$ cat config.mk
export PLATFORM = sky130hd
export DESIGN_NAME = stack_push_unit_flat
export DESIGN_NICKNAME = d
export VERILOG_FILES = /design/src/rtl/stack_pkg.sv /design/src/rtl/stack_push_unit_if.sv /design/src/rtl/stack_frame_builder.sv /design/src/rtl/stack_push_unit.sv /design/src/flat_wrapper.sv
export SDC_FILE = /design/constraint.sdc
export NUM_CORES = 1
export LEC_CHECK = 0
export CAP_MARGIN = 20
export CORE_UTILIZATION = 43
export CTS_BUF_LIST = sky130_fd_sc_hd__clkbuf_8
export DETAILED_ROUTE_END_ITERATION = 6
export GPL_TIMING_DRIVEN = 0
export PLACE_DENSITY_LB_ADDON = 0.25
export SYNTH_ARGS = -nofsm -noshare
export SYNTH_HDL_FRONTEND = slang
export SYNTH_SLANG_ARGS = --single-unit
$ cat constraint.sdc
create_clock -name clk -period 2.5 [get_ports clk]
set_input_delay 0.5 -clock clk [delete_from_list [all_inputs] [get_ports clk]]
set_output_delay 0.5 -clock clk [all_outputs]
set_load 0.1 [all_outputs]
$ cat src/rtl/stack_pkg.sv
// Shared types and constants for the stack push unit: request kinds, status-bit
// positions, frame size and the FSM state encoding.
package stack_pkg;

  localparam logic [7:0] STACK_PAGE_DEF = 8'h01;
  localparam int         MAX_FRAME      = 3;
  localparam int         P_BIT_B        = 4;
  localparam int         P_BIT_U        = 5;

  typedef enum logic [2:0] {
    KIND_A   = 3'd0,
    KIND_X   = 3'd1,
    KIND_Y   = 3'd2,
    KIND_P   = 3'd3,
    KIND_JSR = 3'd4,
    KIND_INT = 3'd5
  } req_kind_e;

  typedef logic [MAX_FRAME-1:0][7:0] frame_bytes_t;

  typedef enum logic [1:0] {
    ST_IDLE   = 2'd0,
    ST_PUSH   = 2'd1,
    ST_FINISH = 2'd2
  } push_state_e;

  // Status byte as it lands on the stack: U always set, B reflects the source.
  function automatic logic [7:0] pushed_status(input logic [7:0] p, input logic brk);
    logic [7:0] r;
    r          = p;
    r[P_BIT_U] = 1'b1;
    r[P_BIT_B] = brk;
    return r;
  endfunction

endpackage

$ cat src/rtl/stack_push_unit_if.sv
// Request handshake and stack-write bus of the push unit. slave is the unit's view;
// master is the environment (CPU control plus memory) view.
interface stack_push_unit_if #(
  parameter int ADDR_W = 16
) ();

  logic              req_valid;
  logic              req_ready;
  logic [2:0]        req_kind;
  logic              req_brk;
  logic [ADDR_W-1:0] mem_addr;
  logic [7:0]        mem_data;
  logic              mem_we;
  logic              mem_ack;

  modport master (
    output req_valid, req_kind, req_brk, mem_ack,
    input  req_ready, mem_addr, mem_data, mem_we
  );

  modport slave (
    input  req_valid, req_kind, req_brk, mem_ack,
    output req_ready, mem_addr, mem_data, mem_we
  );

endinterface

$ cat src/rtl/stack_frame_builder.sv
// Combinational frame builder: maps a request kind and the register/PC values to
// the ordered list of bytes to push and how many of them are valid.
module stack_frame_builder
  import stack_pkg::*;
(
  input  logic [2:0]   kind,
  input  logic         brk,
  input  logic [7:0]   reg_a,
  input  logic [7:0]   reg_x,
  input  logic [7:0]   reg_y,
  input  logic [7:0]   reg_p,
  input  logic [15:0]  pc,
  output frame_bytes_t frame_bytes,
  output logic [1:0]   frame_count
);

  always_comb begin
    frame_bytes = '0;
    frame_count = 2'd0;
    case (req_kind_e'(kind))
      KIND_A: begin
        frame_bytes[0] = reg_a;
        frame_count    = 2'd1;
      end
      KIND_X: begin
        frame_bytes[0] = reg_x;
        frame_count    = 2'd1;
      end
      KIND_Y: begin
        frame_bytes[0] = reg_y;
        frame_count    = 2'd1;
      end
      KIND_P: begin
        frame_bytes[0] = pushed_status(reg_p, 1'b1);
        frame_count    = 2'd1;
      end
      KIND_JSR: begin
        frame_bytes[0] = pc[15:8];
        frame_bytes[1] = pc[7:0];
        frame_count    = 2'd2;
      end
      KIND_INT: begin
        frame_bytes[0] = pc[15:8];
        frame_bytes[1] = pc[7:0];
        frame_bytes[2] = pushed_status(reg_p, brk);
        frame_count    = 2'd3;
      end
      default: begin
        // Reserved kinds produce an empty frame.
        frame_count = 2'd0;
      end
    endcase
  end

endmodule

$ cat src/rtl/stack_push_unit.sv
// Pushes 1-3 byte frames (PHA/PHX/PHY/PHP, JSR, interrupt) onto the stack page and
// hands the final SP back via sp_con. Optional STACK_WRAP_DETECT_EN adds a sticky wrap flag.
module stack_push_unit
  import stack_pkg::*;
#(
  parameter logic [7:0] STACK_PAGE = STACK_PAGE_DEF,
  parameter int         ADDR_W     = 16
) (
  input  logic               clk,
  input  logic               rst,
  stack_push_unit_if.slave   bus,
  input  logic [7:0]         data_in_accumulator,
  input  logic [7:0]         data_in_x,
  input  logic [7:0]         data_in_y,
  input  logic [7:0]         data_in_status,
  input  logic [7:0]         data_in_sp,
  input  logic [15:0]        pc,
  output logic [7:0]         sp_out,
  output logic               sp_con,
  output logic               done,
  output logic               stack_wrap
);

  push_state_e  state_q, state_d;
  logic [7:0]   sp_q, sp_d;
  logic [1:0]   idx_q, idx_d;
  logic [1:0]   count_q, count_d;
  frame_bytes_t bytes_q, bytes_d;

  frame_bytes_t fb_bytes;
  logic [1:0]   fb_count;
  logic [7:0]   cur_byte;
  logic [15:0]  page_addr;
  logic         push_acked;

  stack_frame_builder u_builder (
    .kind        (bus.req_kind),
    .brk         (bus.req_brk),
    .reg_a       (data_in_accumulator),
    .reg_x       (data_in_x),
    .reg_y       (data_in_y),
    .reg_p       (data_in_status),
    .pc          (pc),
    .frame_bytes (fb_bytes),
    .frame_count (fb_count)
  );

  always_comb begin
    case (idx_q)
      2'd1:    cur_byte = bytes_q[1];
      2'd2:    cur_byte = bytes_q[2];
      default: cur_byte = bytes_q[0];
    endcase
  end

  assign push_acked = (state_q == ST_PUSH) && bus.mem_ack;

  always_comb begin
    state_d = state_q;
    sp_d    = sp_q;
    idx_d   = idx_q;
    count_d = count_q;
    bytes_d = bytes_q;
    case (state_q)
      ST_IDLE: begin
        if (bus.req_valid) begin
          bytes_d = fb_bytes;
          count_d = fb_count;
          sp_d    = data_in_sp;
          idx_d   = 2'd0;
          state_d = (fb_count == 2'd0) ? ST_FINISH : ST_PUSH;
        end
      end
      ST_PUSH: begin
        if (bus.mem_ack) begin
          sp_d = sp_q - 8'd1;
          if (idx_q == count_q - 2'd1) begin
            state_d = ST_FINISH;
          end else begin
            idx_d = idx_q + 2'd1;
          end
        end
      end
      ST_FINISH: begin
        state_d = ST_IDLE;
      end
      default: begin
        state_d = ST_IDLE;
      end
    endcase
  end

  always_ff @(posedge clk) begin
    if (rst) begin
      state_q <= ST_IDLE;
      sp_q    <= 8'h00;
      idx_q   <= 2'd0;
      count_q <= 2'd0;
      bytes_q <= '0;
    end else begin
      state_q <= state_d;
      sp_q    <= sp_d;
      idx_q   <= idx_d;
      count_q <= count_d;
      bytes_q <= bytes_d;
    end
  end

  // Address and data come straight from registers, so they hold steady while mem_ack is low.
  assign page_addr     = {STACK_PAGE, sp_q};
  assign bus.req_ready = (state_q == ST_IDLE);
  assign bus.mem_we    = (state_q == ST_PUSH);
  assign bus.mem_addr  = (state_q == ST_PUSH) ? ADDR_W'(page_addr) : '0;
  assign bus.mem_data  = (state_q == ST_PUSH) ? cur_byte : 8'h00;
  assign sp_con        = (state_q == ST_FINISH);
  assign done          = (state_q == ST_FINISH);
  assign sp_out        = sp_q;

`ifdef STACK_WRAP_DETECT_EN
  logic wrap_q, wrap_d;

  always_comb begin
    wrap_d = wrap_q;
    if (push_acked && (sp_q == 8'h00)) begin
      wrap_d = 1'b1;
    end
  end

  always_ff @(posedge clk) begin
    if (rst) begin
      wrap_q <= 1'b0;
    end else begin
      wrap_q <= wrap_d;
    end
  end

  assign stack_wrap = wrap_q;
`else
  logic unused_ack;
  assign unused_ack = push_acked;
  assign stack_wrap = 1'b0;
`endif

endmodule
$ cat src/flat_wrapper.sv
// flat-port wrapper written by rule: the top's interface ports become plain ports
module stack_push_unit_flat import stack_pkg::*;
#(
  parameter logic [7:0] STACK_PAGE = STACK_PAGE_DEF,
  parameter int         ADDR_W     = 16
)
  (clk, rst, data_in_accumulator, data_in_x, data_in_y, data_in_status, data_in_sp, pc, sp_out, sp_con, done, stack_wrap, bus_req_valid, bus_req_kind, bus_req_brk, bus_mem_ack, bus_req_ready, bus_mem_addr, bus_mem_data, bus_mem_we);
  stack_push_unit_if #(.ADDR_W(ADDR_W)) bus_i ();
  input  logic clk;
  input  logic rst;
  input  logic [7:0] data_in_accumulator;
  input  logic [7:0] data_in_x;
  input  logic [7:0] data_in_y;
  input  logic [7:0] data_in_status;
  input  logic [7:0] data_in_sp;
  input  logic [15:0] pc;
  output logic [7:0] sp_out;
  output logic sp_con;
  output logic done;
  output logic stack_wrap;
  input wire logic [$bits(bus_i.req_valid)-1:0] bus_req_valid;
  input wire logic [$bits(bus_i.req_kind)-1:0] bus_req_kind;
  input wire logic [$bits(bus_i.req_brk)-1:0] bus_req_brk;
  input wire logic [$bits(bus_i.mem_ack)-1:0] bus_mem_ack;
  output wire logic [$bits(bus_i.req_ready)-1:0] bus_req_ready;
  output wire logic [$bits(bus_i.mem_addr)-1:0] bus_mem_addr;
  output wire logic [$bits(bus_i.mem_data)-1:0] bus_mem_data;
  output wire logic [$bits(bus_i.mem_we)-1:0] bus_mem_we;
  assign bus_i.req_valid = bus_req_valid;
  assign bus_i.req_kind = bus_req_kind;
  assign bus_i.req_brk = bus_req_brk;
  assign bus_i.mem_ack = bus_mem_ack;
  assign bus_req_ready = bus_i.req_ready;
  assign bus_mem_addr = bus_i.mem_addr;
  assign bus_mem_data = bus_i.mem_data;
  assign bus_mem_we = bus_i.mem_we;
  stack_push_unit #(.STACK_PAGE(STACK_PAGE), .ADDR_W(ADDR_W)) u_core (.clk(clk), .rst(rst), .bus(bus_i), .data_in_accumulator(data_in_accumulator), .data_in_x(data_in_x), .data_in_y(data_in_y), .data_in_status(data_in_status), .data_in_sp(data_in_sp), .pc(pc), .sp_out(sp_out), .sp_con(sp_con), .done(done), .stack_wrap(stack_wrap));
endmodule
======== After elaboration in Yosys (flattened, before gate mapping) ========
Index checks and enable logic that the tools add are counted.
storage, ports and cells
  register bits ........................... 38
  output and inout bits ................... 37
  ROM bits ................................ 0
  RAM bits ................................ 0
  bits in latches ......................... 0
  memories kept ........................... 0
operators by class
  muxes and demuxes ....................... 19
  multiply operators ...................... 0
  $lt $le $gt $ge ......................... 0
  divide/modulo/power cells ............... 0
  equal/unequal tests ..................... 14
  shift-type cells ........................ 0
  bitwise logic cells ..................... 0
  reductions and logical operators ........ 10
  $add $sub $neg .......................... 3
operator list
  cell                                                 count
  two-way mux 8 bit                                    5
  case mux 8 bit (5 select lines)                      1
  case mux 8 bit (2 select lines)                      2
  two-way mux 2 bit                                    7
  two-way mux 9 bit                                    1
  case mux 2 bit (2 select lines)                      2
  subtractor 8 x 1 -> 8 bit, second input constant     1
  equality test 3 x 2 -> 1 bit, second input constant  2
  equality test 3 bit, second input constant           2
  != test 2 bit, second input constant                 3
  case mux 2 bit (3 select lines)                      1
  AND reduction 3 bit                                  2
  equality test 2 x 1 -> 1 bit, second input constant  2
  equality test 2 bit, second input constant           2
  logical NOT 2 bit                                    2
  AND reduction 4 bit                                  1
  OR reduction 4 bit                                   1
  equality test 3 x 1 -> 1 bit, second input constant  1
  logical NOT 3 bit                                    1
  adder 2 x 1 -> 2 bit, second input constant          1
  equality test 2 bit                                  1
  != test 2 x 1 -> 1 bit, second input constant        1
  AND reduction 2 bit                                  1
  nonzero test 2 bit                                   1
  2 further kinds                                      2

======== Depth between registers and ports, before layout ========
  depth after elaboration ................. 7
  mapped depth ............................ 7

======== Cells and area by module ========
Synthesis repeated with hierarchy kept, for this count alone.
unflattened totals
  cell total of the unflattened synthesis .. 327
  area total of the unflattened synthesis .. 2451.1 sq um
by module, submodules not included
  module               cells each  sequential area each (sq um)  area an instance (sq um)  instances
  stack_push_unit      268         760.7                         1975.6                    1
  stack_frame_builder  59          0.0                           475.5                     1

======== Least setup slack after synthesis ========
Ideal clock, no wire load.
  path type ............................... reg-to-output
  start ................................... register u_core.idx_q[0]
  end ..................................... output port bus_mem_data[0]
  arrival ................................. 2.576 ns
  slack ................................... -0.576 ns
  path buffers ............................ 2
  cell stages (with the launch flop) ...... 7
  data required time ...................... 2.000 ns
  path through ............................ dfxtp_1 > inv_1 > ha_1 > clkbuf_1 > clkbuf_1 > a21oi_1 > nor2_1
on the way
  word-level cells in the longest chain between the ends .. 3
ends and longest elaborated chain
  what                                                                        line                    source
  from (decl)                                                                 stack_push_unit.sv:26   logic [1:0] idx_q, idx_d;
  from (signal assigned)                                                      stack_push_unit.sv:103  idx_q <= idx_d;
  equality test 2 bit / equality test 2 x 1 -> 1 bit (equally long branches)  stack_push_unit.sv:49   case (idx_q)
  case mux 8 bit (2 select lines) *                                           stack_push_unit.sv:49
  two-way mux 8 bit *                                                         stack_push_unit.sv:114  assign bus.mem_data = (state_q == ST_PUSH) ? cur_byte : 8'h00;
  to (decl)                                                                   flat_wrapper.sv:27      output wire logic [$bits(bus_i.mem_data)-1:0] bus_mem_data;
Mark *: on every way between the ends. The rest lies on a longest branch, timed or not.

======== Worst setup path in the final report ========
  start ................................... register u_core.sp_q[4] (netlist: u_core.sp_out[4])
  end ..................................... output port sp_out[4]
RTL lines
  what                    line                    source
  from (decl)             stack_push_unit.sv:25   logic [7:0] sp_q, sp_d;
  from (signal assigned)  stack_push_unit.sv:102  sp_q <= sp_d;
  to (decl)               flat_wrapper.sv:17      output logic [7:0] sp_out;
No word-level cell between the ends.

==> summary.md <==
| Metric | Value |
|---|---|
| Slowest CP cell | clkdlybuf4s50_1 |
| CP max stage delay | 1190 ps |
| Postcts setup bufs | 0 |
| Tightest Pin Transition | around 1000 ps |
| Post-Syn Area | 2240 um2 |
| # IOs | 101 |
| Arr. time, crit path | 1930 ps |
| Final setup vio count | 0 |
| FF+latch count, synth | 38 |
| Clock Sink Count | 38 |
| First-pass GRT wire length | 10100 um |
| Yosys Warn Count | 0 |
| Finished Layout Cells | 441 |
| Post-Synth XOR/XNOR Area | 0.391% |
| Worst hold path depth | 2 |
| Final wirelength | 6740 um |
| Skew-Pair Late Insertion Delay | slightly below 300 ps |
| Yosys top cell by area | dfxtp_1 |
| Remaining Overflow, GRT | 0 |
| M2 GR Usage | 36.7% |
| PnR Total Power | 1.90 mW |
| Slew margin rel. | 34.7% |
| Initial Util | 45.9% |
| Synth top area share | 34.0% |
| Nets@finish | around 440 |
| DRC | 0 |
| CP Launch Type | register |
| # port buffers | 88 |
| TritonCTS clock tree | built |
| Worst-path fanout max | 7 |
| Largest family of logic cells by synthesized area | simple AND/OR/NAND/NOR gates |
| CP delay by family, top | buffers and inverters |
| Final Slew Violations | 0 |
| Peak VDD IR | 321 uV |
| Cell total after placement | 437 |
| Die height | 74.2 um |
| Worst EP required | 2000 ps |
| Final Skew | 1.34 ps |
| Fin crit share | 97.2% |
| Yosys cell types | 44 |
| ANT nets after route | 0 |
| Violation count after the first detailed-routing iteration | 187 |
| Lkg Pwr | 1.25 nW |
| Compound-Gate Fraction of Synth Area | 23.3% |
| Die area | 5500 um2 |
| Num CTS Buffers | 5 |
| Core Area | around 5000 um2 |
| Final-report hold violation count | 0 |
| CP Buf/Inv Count | 1 |
| # diodes | 0 |
| Via-to-Cell Ratio | 5.37 |
| Util after Layout | ~70% |
| Drt first pass iters | 4 |
| Largest net degree at the start of global routing | 12 |
| Worst path cell trace | clkdlybuf4s50_1 |
| Sequential fraction of the synthesis area | roughly a third |
| Post-Synth Simple-Gate Area | 24.1% |
| GRT busiest layer | met2 |
| Clock transition at path regs | 70 ps |
| Initial antenna violation count | 0 |
| Gr usage total | 24.5% |
| Synthesized instance count | ~280 |
| Fillers | 435 |
| Top post-synthesis cells by area | dfxtp_1 34%, a21oi_1 6.7%, nor2_1 6.4% |
| Mux cell area share after synthesis | 7.99% |
| Most frequent cells in the layout | 66 x clkdlybuf4s50_1, 37 x dfxtp_1, 30 x a21oi_1 |
| Status | finished clean |
| CP endpoint kind | primary output |
| Worst hold slack | 461 ps |
| Layout cells sized above 1 | 21.4% |
| Post-DP HPWL | 5260 um |
| Longest Clk Path Bufs | 2 |
| Hold WC Path Type | register to register |
| Cell Pwr Density | approximately 570 nW/um2 |
| RSZ-0062 raised after global routing | true |
| Grt met1 use | 34.8% |
| Post-Synth Adder-Cell Area | 1.68% |
| Critical path class | register to primary output |
| Fmax achieved | 411 MHz |
| Max Cap Viol | 0 |
| Cell depth of the worst setup path | 1 |
| Most common cell after layout, fill and taps aside | clkdlybuf4s50_1 |
| GPL Wtd Cong | between 0.8 and 0.9 |
| DIE WIDTH | 74.2 um |
| Met3 Use GR | 5.69% |
| Post-synth ARST share | 0% |
| Synth Area per Inst | 8.14 um2 |
| Vias in the first global route | about 2.1k |
| # H-tree levels | 2 |
| Tmin final | 2430 ps |
| Main synth FF type | dfxtp_1 |
| FF-to-FF path depth | 5 |
| Cts hold-fix bufs | 0 |
| CTS root buf | clkbuf_8 |
| Row count | 25 |
| Area grow syn2layout | 49.4% |
| WL per Instance | 15.3 um |
| Post-synth EDFFs | 0 |
| Vias | 2366 |
[sequential cells by signal, indices dropped and copies added, names as in the netlist]
name and count:
u_core.bytes_q 24, u_core.count_q 2, u_core.idx_q 2, u_core.sp_out 8, u_core.state_q 2
[stage by stage]
stage / setup slack [ps] / TNS [ps] / cell area [um2]
after floorplan: -126 / -648 / 2320
after global routing: -2.54 / -2.54 / 3340
final: 69.0 / 0 / 3340
after global placement: -853 / -9300 / 3280
after CTS: 14.9 / 0 / 3350
after detailed placement: -884 / -9920 / 3280
[report_power, final]
group / switching (mW) / internal [mW]
Combinational: 0.540 / 0.267
Sequential: 0.0393 / 0.647
Clock: 0.216 / 0.187
Total: 0.795 / 1.10
[cells in the mapped netlist, types with 6 or more instances]
| library cell | number |
|---|---|
| dfxtp_1 | 38 |
| nor2_1 | 38 |
| a21oi_1 | 30 |
| a22oi_1 | 15 |
| clkbuf_1 | 14 |
| nand2_1 | 13 |
| nand3_1 | 12 |
| nor2b_1 | 11 |
| buf_4 | 10 |
| a211oi_1 | 8 |
| and2_1 | 8 |
| inv_1 | 7 |
| a221o_1 | 6 |
| buf_2 | 6 |
| mux4_2 | 6 |
| nand2b_1 | 6 |
| o21ai_0 | 6 |
[repair_timing]
item | in CTS | in global routing
gates resized for setup | 101 | 20
setup endpoints to repair | 21 | 19
gates cloned | 0 | 0
[per-layer routing]
| layer | vias to the layer above | routed length, um |
|---|---|---|
| li1 | 1175 | - |
| met1 | 1081 | 3060 |
| met2 | 98 | 3150 |
| met3 | 12 | 439 |
| met4 | 0 | 91 |
| met5 | - | 0 |
[layout make-up]
| type | count | area, um2 | area share, % |
|---|---|---|---|
| multi-input combinational | 206 | 1380 | 41.2 |
| timing repair buffer | 88 | 856 | 25.6 |
| sequential | 38 | 762 | 22.8 |
| buffer | 28 | 160 | 4.79 |
| tap | 67 | 83.8 | 2.51 |
| clock buffer | 5 | 68.8 | 2.06 |
| inverter | 7 | 26.3 | 0.786 |
| clock inverter | 2 | 10.0 | 0.299 |
[kinds of logic after synthesis]
kind of cell,after synthesis
AND/OR/NAND/NOR,106
AO/OA/AOI/OAI,78
flip-flops,38
buffers and inverters,38
multiplexers,10
adder cells (fa/ha/maj),3
other,1
XOR/XNOR,1
[final timing paths]
check,startpoint,slack [ps],to
setup / recovery,u_core.sp_out[4]$_SDFFE_PP0P_,70,sp_out[4]
hold / removal,u_core.bytes_q[13]$_SDFFE_PP0P_,460,u_core.bytes_q[13]$_SDFFE_PP0P_
setup reg to reg,u_core.state_q[0]$_SDFFE_PP0P_,840,u_core.bytes_q[12]$_SDFFE_PP0P_
hold reg to reg,u_core.bytes_q[13]$_SDFFE_PP0P_,460,u_core.bytes_q[13]$_SDFFE_PP0P_
Note: power is estimated with default switching activity, not from simulation.
==> patch 1 (same flow settings) <==
The option `STACK_WRAP_DETECT_EN` is turned on by a define.
--- a/src/rtl/stack_push_unit.sv
+++ b/src/rtl/stack_push_unit.sv
@@ -2,2 +2,4 @@
 // hands the final SP back via sp_con. Optional STACK_WRAP_DETECT_EN adds a sticky wrap flag.
+`define STACK_WRAP_DETECT_EN
+
 module stack_push_unit
Check against the original RTL: not equivalent (a bounded check fails within 4 cycles, from zero or initial values and one cycle with rst high).
==> patch 1 against the unedited design <==
Non-clock buffer count up 3. Sequential cell count increased by 1. Wire length up 4.7%. Setup slack lost 0.0031 ns. Combinational power shrank 6.9%. Cell area rose by 3.1%. Sequential share of layout area fell by 0.098 points. Critical path type unchanged. Clock power increased by 7.4%. Synthesized area rose by 4.4%. Critical endpoint unchanged. Total power decreased by 0.88%. Clock skew up 0.0045 ns. Synthesized cell count increased by 10%.
==> patch 1: results (changes against the unedited design) <==
The fraction of final layout cells sized beyond drive strength 1 came out at 18.8% (-2.6 points). The violation count after the first detailed-route iteration is 194 (+3.7%). The xor/xnor share of the synthesized area is 0.375% (-0.016 points). The total of cells resized after clock tree synthesis came out at 84 (-17%). The biggest fanout along the worst timing path is 6 (-1). The clock latency of the later-clocked register in the worst-skew pair is 0.31 ns (+0.02 ns).

The cell area after placement is 0.00341 mm2 (+4.0%). The maximum vdd drop came out at 0.000272 V (-15%). The internal power came out at 1.10 mW (about the same). The synthesized instance count was 303 (+10%). The half-perimeter wire length of the detailed placement result was 5.36 mm (+1.9%). The number of distinct standard cells referenced by the synthesized netlist was 45 (+2.3%).

The worst-case reg-to-reg path depth is 6 (+1). The share of synthesized cell area in full adder, half adder and majority cells is 2.14% (+0.47 points). The compound-gate portion of the synthesized area is 23.5% (+0.21 points). The worst hold path belongs to the class reg2reg.

The minimum setup slack after placement came out at -0.872 ns (+0.0114 ns). The routed length per placed instance came out at 14.9 um (-2.6%). The maximum number of pins on one net before global-route repair came out at 13 (+1).

The end point of the worst hold path is u_core.bytes_q[12]. The static power due to leakage came to 1.34 nW (+7.3%). In this run the critical register-to-register path is captured at u_core.sp_out[6]. The worst register-to-register path begins at u_core.sp_out[0].

The worst clock skew is 0.00586 ns (+0.00452 ns). The share of cell area taken by muxes after synthesis came out at 8.14% (+0.15 points). The vias after detailed routing is 2638 (+11%). The worst slew slack as a fraction of its limit came to 33.8% (-0.83 points). The part of the total power dissipated in combinational logic is 40.0% (-2.6 points). The weighted congestion reported at the end of routability-driven placement was 0.857 (-0.23%). The setup slack of the worst register-to-register path is 0.68 ns (-0.16 ns). The post-route clock period utilization is 97.4% (+0.12 points). The flow ran to the end, and the final reports show no timing, DRC or antenna violations. The first-pass GRT wire length came out at 10.8 mm (+7.7%).

The combined global-route utilization of all metal layers was 25.6% (+1.0 points). The number of global-route vias before repair is 2393 (+12%). By area the synthesized netlist is led by dfxtp_1 (33%), nor2_1 (8.0%), a22oi_1 (7.4%).
patch 1: final cells by class:
class | count | area, um2 | area share [%]
Timing Repair Buffer | 89 | 842 | 24.4
Sequential cell | 39 | 782 | 22.7
Inverter | 9 | 33.8 | 0.980
Clock inverter | 3 | 16.3 | 0.472
Tap cell | 70 | 87.6 | 2.54
Multi-Input combinational cell | 229 | 1440 | 41.8
Buffer | 30 | 174 | 5.05
Clock buffer | 5 | 68.8 | 2.00
patch 1: power by group through the flow:
stage / logic (mW) / clock network [mW] / registers [mW]
floorplan: 0.419 / 0 / 0.810
global placement: 0.736 / 0 / 0.706
detailed placement: 0.753 / 0 / 0.708
CTS: 0.752 / 0.429 / 0.693
global route: 0.797 / 0.451 / 0.700
finish: 0.751 / 0.433 / 0.695
patch 1: per-layer routing:
metal,track usage (%),up-vias,share of wire [%]
met1,33.2,1259,44
met4,10.3,0,1.2
li1,-,1251,-
met2,43.1,121,48
met3,3.44,7,7.0
met5,0,-,0
==> patch 2 (same flow settings) <==
Made on the original files. Encoding of `push_state_e`: now one-hot (3 bits for 3 states).
--- a/src/rtl/stack_pkg.sv
+++ b/src/rtl/stack_pkg.sv
@@ -20,6 +20,6 @@
 
-  typedef enum logic [1:0] {
-    ST_IDLE   = 2'd0,
-    ST_PUSH   = 2'd1,
-    ST_FINISH = 2'd2
+  typedef enum logic [2:0] {
+    ST_IDLE   = 3'b001,
+    ST_PUSH   = 3'b010,
+    ST_FINISH = 3'b100
   } push_state_e;
Function: same outputs for any inputs over 10 cycles, from zero or initial values and one cycle with rst high; not proved beyond that.
==> patch 2 against the unedited design <==
Total power decreased by 2.2%. Sequential cell count increased by 1. Wire length increased by 1.1%. Setup slack improved by 0.0065 ns. Synthesized area increased by 5.1%. Sequential share of layout area decreased by 0.14 points. Cell area increased by 3.3%. Fmax increased by 0.27%. Largest cell class unchanged. Highest routed layer unchanged.
==> patch 2: results (changes against the unedited design) <==
The flow ran to the end, and the final reports show no timing, DRC or antenna violations. The xor/xnor share of the synthesized area came out at 0.372% (-0.019 points). The uppermost layer routed is met4. The first-pass GRT wire length is 11.2 mm (+11%). The power in the clock group came out at 548 uW (+36%). Ranked by total cell area, the synthesized netlist is headed by dfxtp_1 (33%), a21oi_1 (9.4%), mux2i_1 (6.4%). The startpoint identified for the worst hold timing path is u_core.bytes_q[6]. The worst hold slack across all endpoints is 0.458 ns (-0.00269 ns). The static power due to leakage came out at 1.33 nW (+6.0%). The slowest stage of the critical path is the clkdlybuf4s50_1 cell. The number of global-route vias before repair came out at 2396 (+13%). The biggest fanout along the worst timing path is 8 (+1).

The met2 wire length came out at 3.32 mm (+5.5%). The total of cells resized after clock tree synthesis is 121 (+20%). The actual slew at the worst max-slew pin came to 0.968 ns (-0.00894 ns).

The number of distinct standard cells referenced by the synthesized netlist was 37 (-16%). The weighted congestion reported at the end of routability-driven placement is 0.906 (+5.5%). The clock-pin slew on the worst setup and hold paths is approximately 0.080 ns. The total detailed-routing wirelength came out at 6.82 mm (+1.1%). The internal power is 1.20 mW (+9.4%).

The detailed-route wire length on metal 1 came out at 2.85 mm (-7.1%). The worst register-to-register path ends at u_core.sp_out[5]. The sequential cell area fraction in the yosys report is 33.2% (-0.79 points). The synthesized instance count came to 320 (+16%).

The share of synthesized cell area in full adder, half adder and majority cells was 1.60% (-0.081 points). The flip-flop and latch power came out at 694 uW (+1%). The compound-gate portion of the synthesized area came out at 23.2% (-0.062 points). The routed length per placed instance was 14.0 um (-8.6%). The clock tree buffer depth is 2 (unchanged). The half-perimeter wire length of the detailed placement result is 5.16 mm (-2.0%).

In this run the critical register-to-register path is launched from u_core.state_q[1]. The number of levels in the clock H-tree is 2 (unchanged). The maximum vdd drop was 0.000289 V (-10%).

The violation count after the first detailed-route iteration was 169 (-9.6%). The share of cell area taken by muxes after synthesis is 6.38% (-1.6 points). Ranked by instance count, the synthesized netlist is headed by a21oi_1 (44), dfxtp_1 (39), nand2_1 (35). The kind of cell with the highest combined delay along the critical path is buffers and inverters. The met2 layer usage reported by global route is 40.6% (+4.0 points). The first-pass detailed-route iteration total was 4 (unchanged).

The number of buffer cells added on primary ports came to 87 (-1.1%). The maximum number of pins on one net before global-route repair came out at 20 (+8). The routed wire length on met3 came out at 486 um (+11%). The fraction of final layout cells sized beyond drive strength 1 is 14.4% (-7.0 points). The combined global-route utilization of all metal layers came out at 23.8% (-0.72 points). The end point of the worst hold path is u_core.bytes_q[6].

The top register by number of flip-flops is u_core.bytes_q. The worst clock skew came out at 0.00340 ns (+0.00206 ns). The met3 track demand over resource in global routing came to 5.42% (-0.27 points). The detailed-route vias per instance came out at 5.45 (+1.5%).

The routing usage on met1 came out at 29.1% (-5.7 points). The setup slack of the worst register-to-register path came to 0.77 ns (-0.07 ns). Tracing the worst setup path back leads to its startpoint at u_core.sp_out[4].

The number of nets in the layout is 484 (+9.8%).
==> patch 2: cell count changes after synthesis, moves of 4 or more <==
cell,delta
a221o_1,-6
mux4_2,-6
o21ai_0,+15
nor3_1,+7
nor2_1,-5
a22oi_1,-7
clkbuf_1,+7
nand4_1,+7
mux2i_1,+14
nand2_1,+22
a21oi_1,+14
a21o_1,+4
a211oi_1,-5
nor2b_1,-9
==> patch 2: final cells by class <==
cell class              instances  area, um2
plain buffers                  33        185
clock buffers                   6       82.6
clock inverters                 2       35.0
fillers                       462       1720
inverters                       8       30.0
multi-input cells             243       1410
flip-flops and latches         39        782
well taps                      70       87.6
repair buffers                 87        837
==> patch 2: stage by stage <==
step	instance area, um2	power (mW)	worst slack (ns)
2_1_floorplan	2400	1.12	-0.569
3_3_place_gp	3360	1.31	-0.793
3_5_place_dp	3360	1.32	-0.828
4_1_cts	3450	1.85	0.0132
5_1_grt	3450	1.93	0.0101
6_report	3450	1.85	0.0755
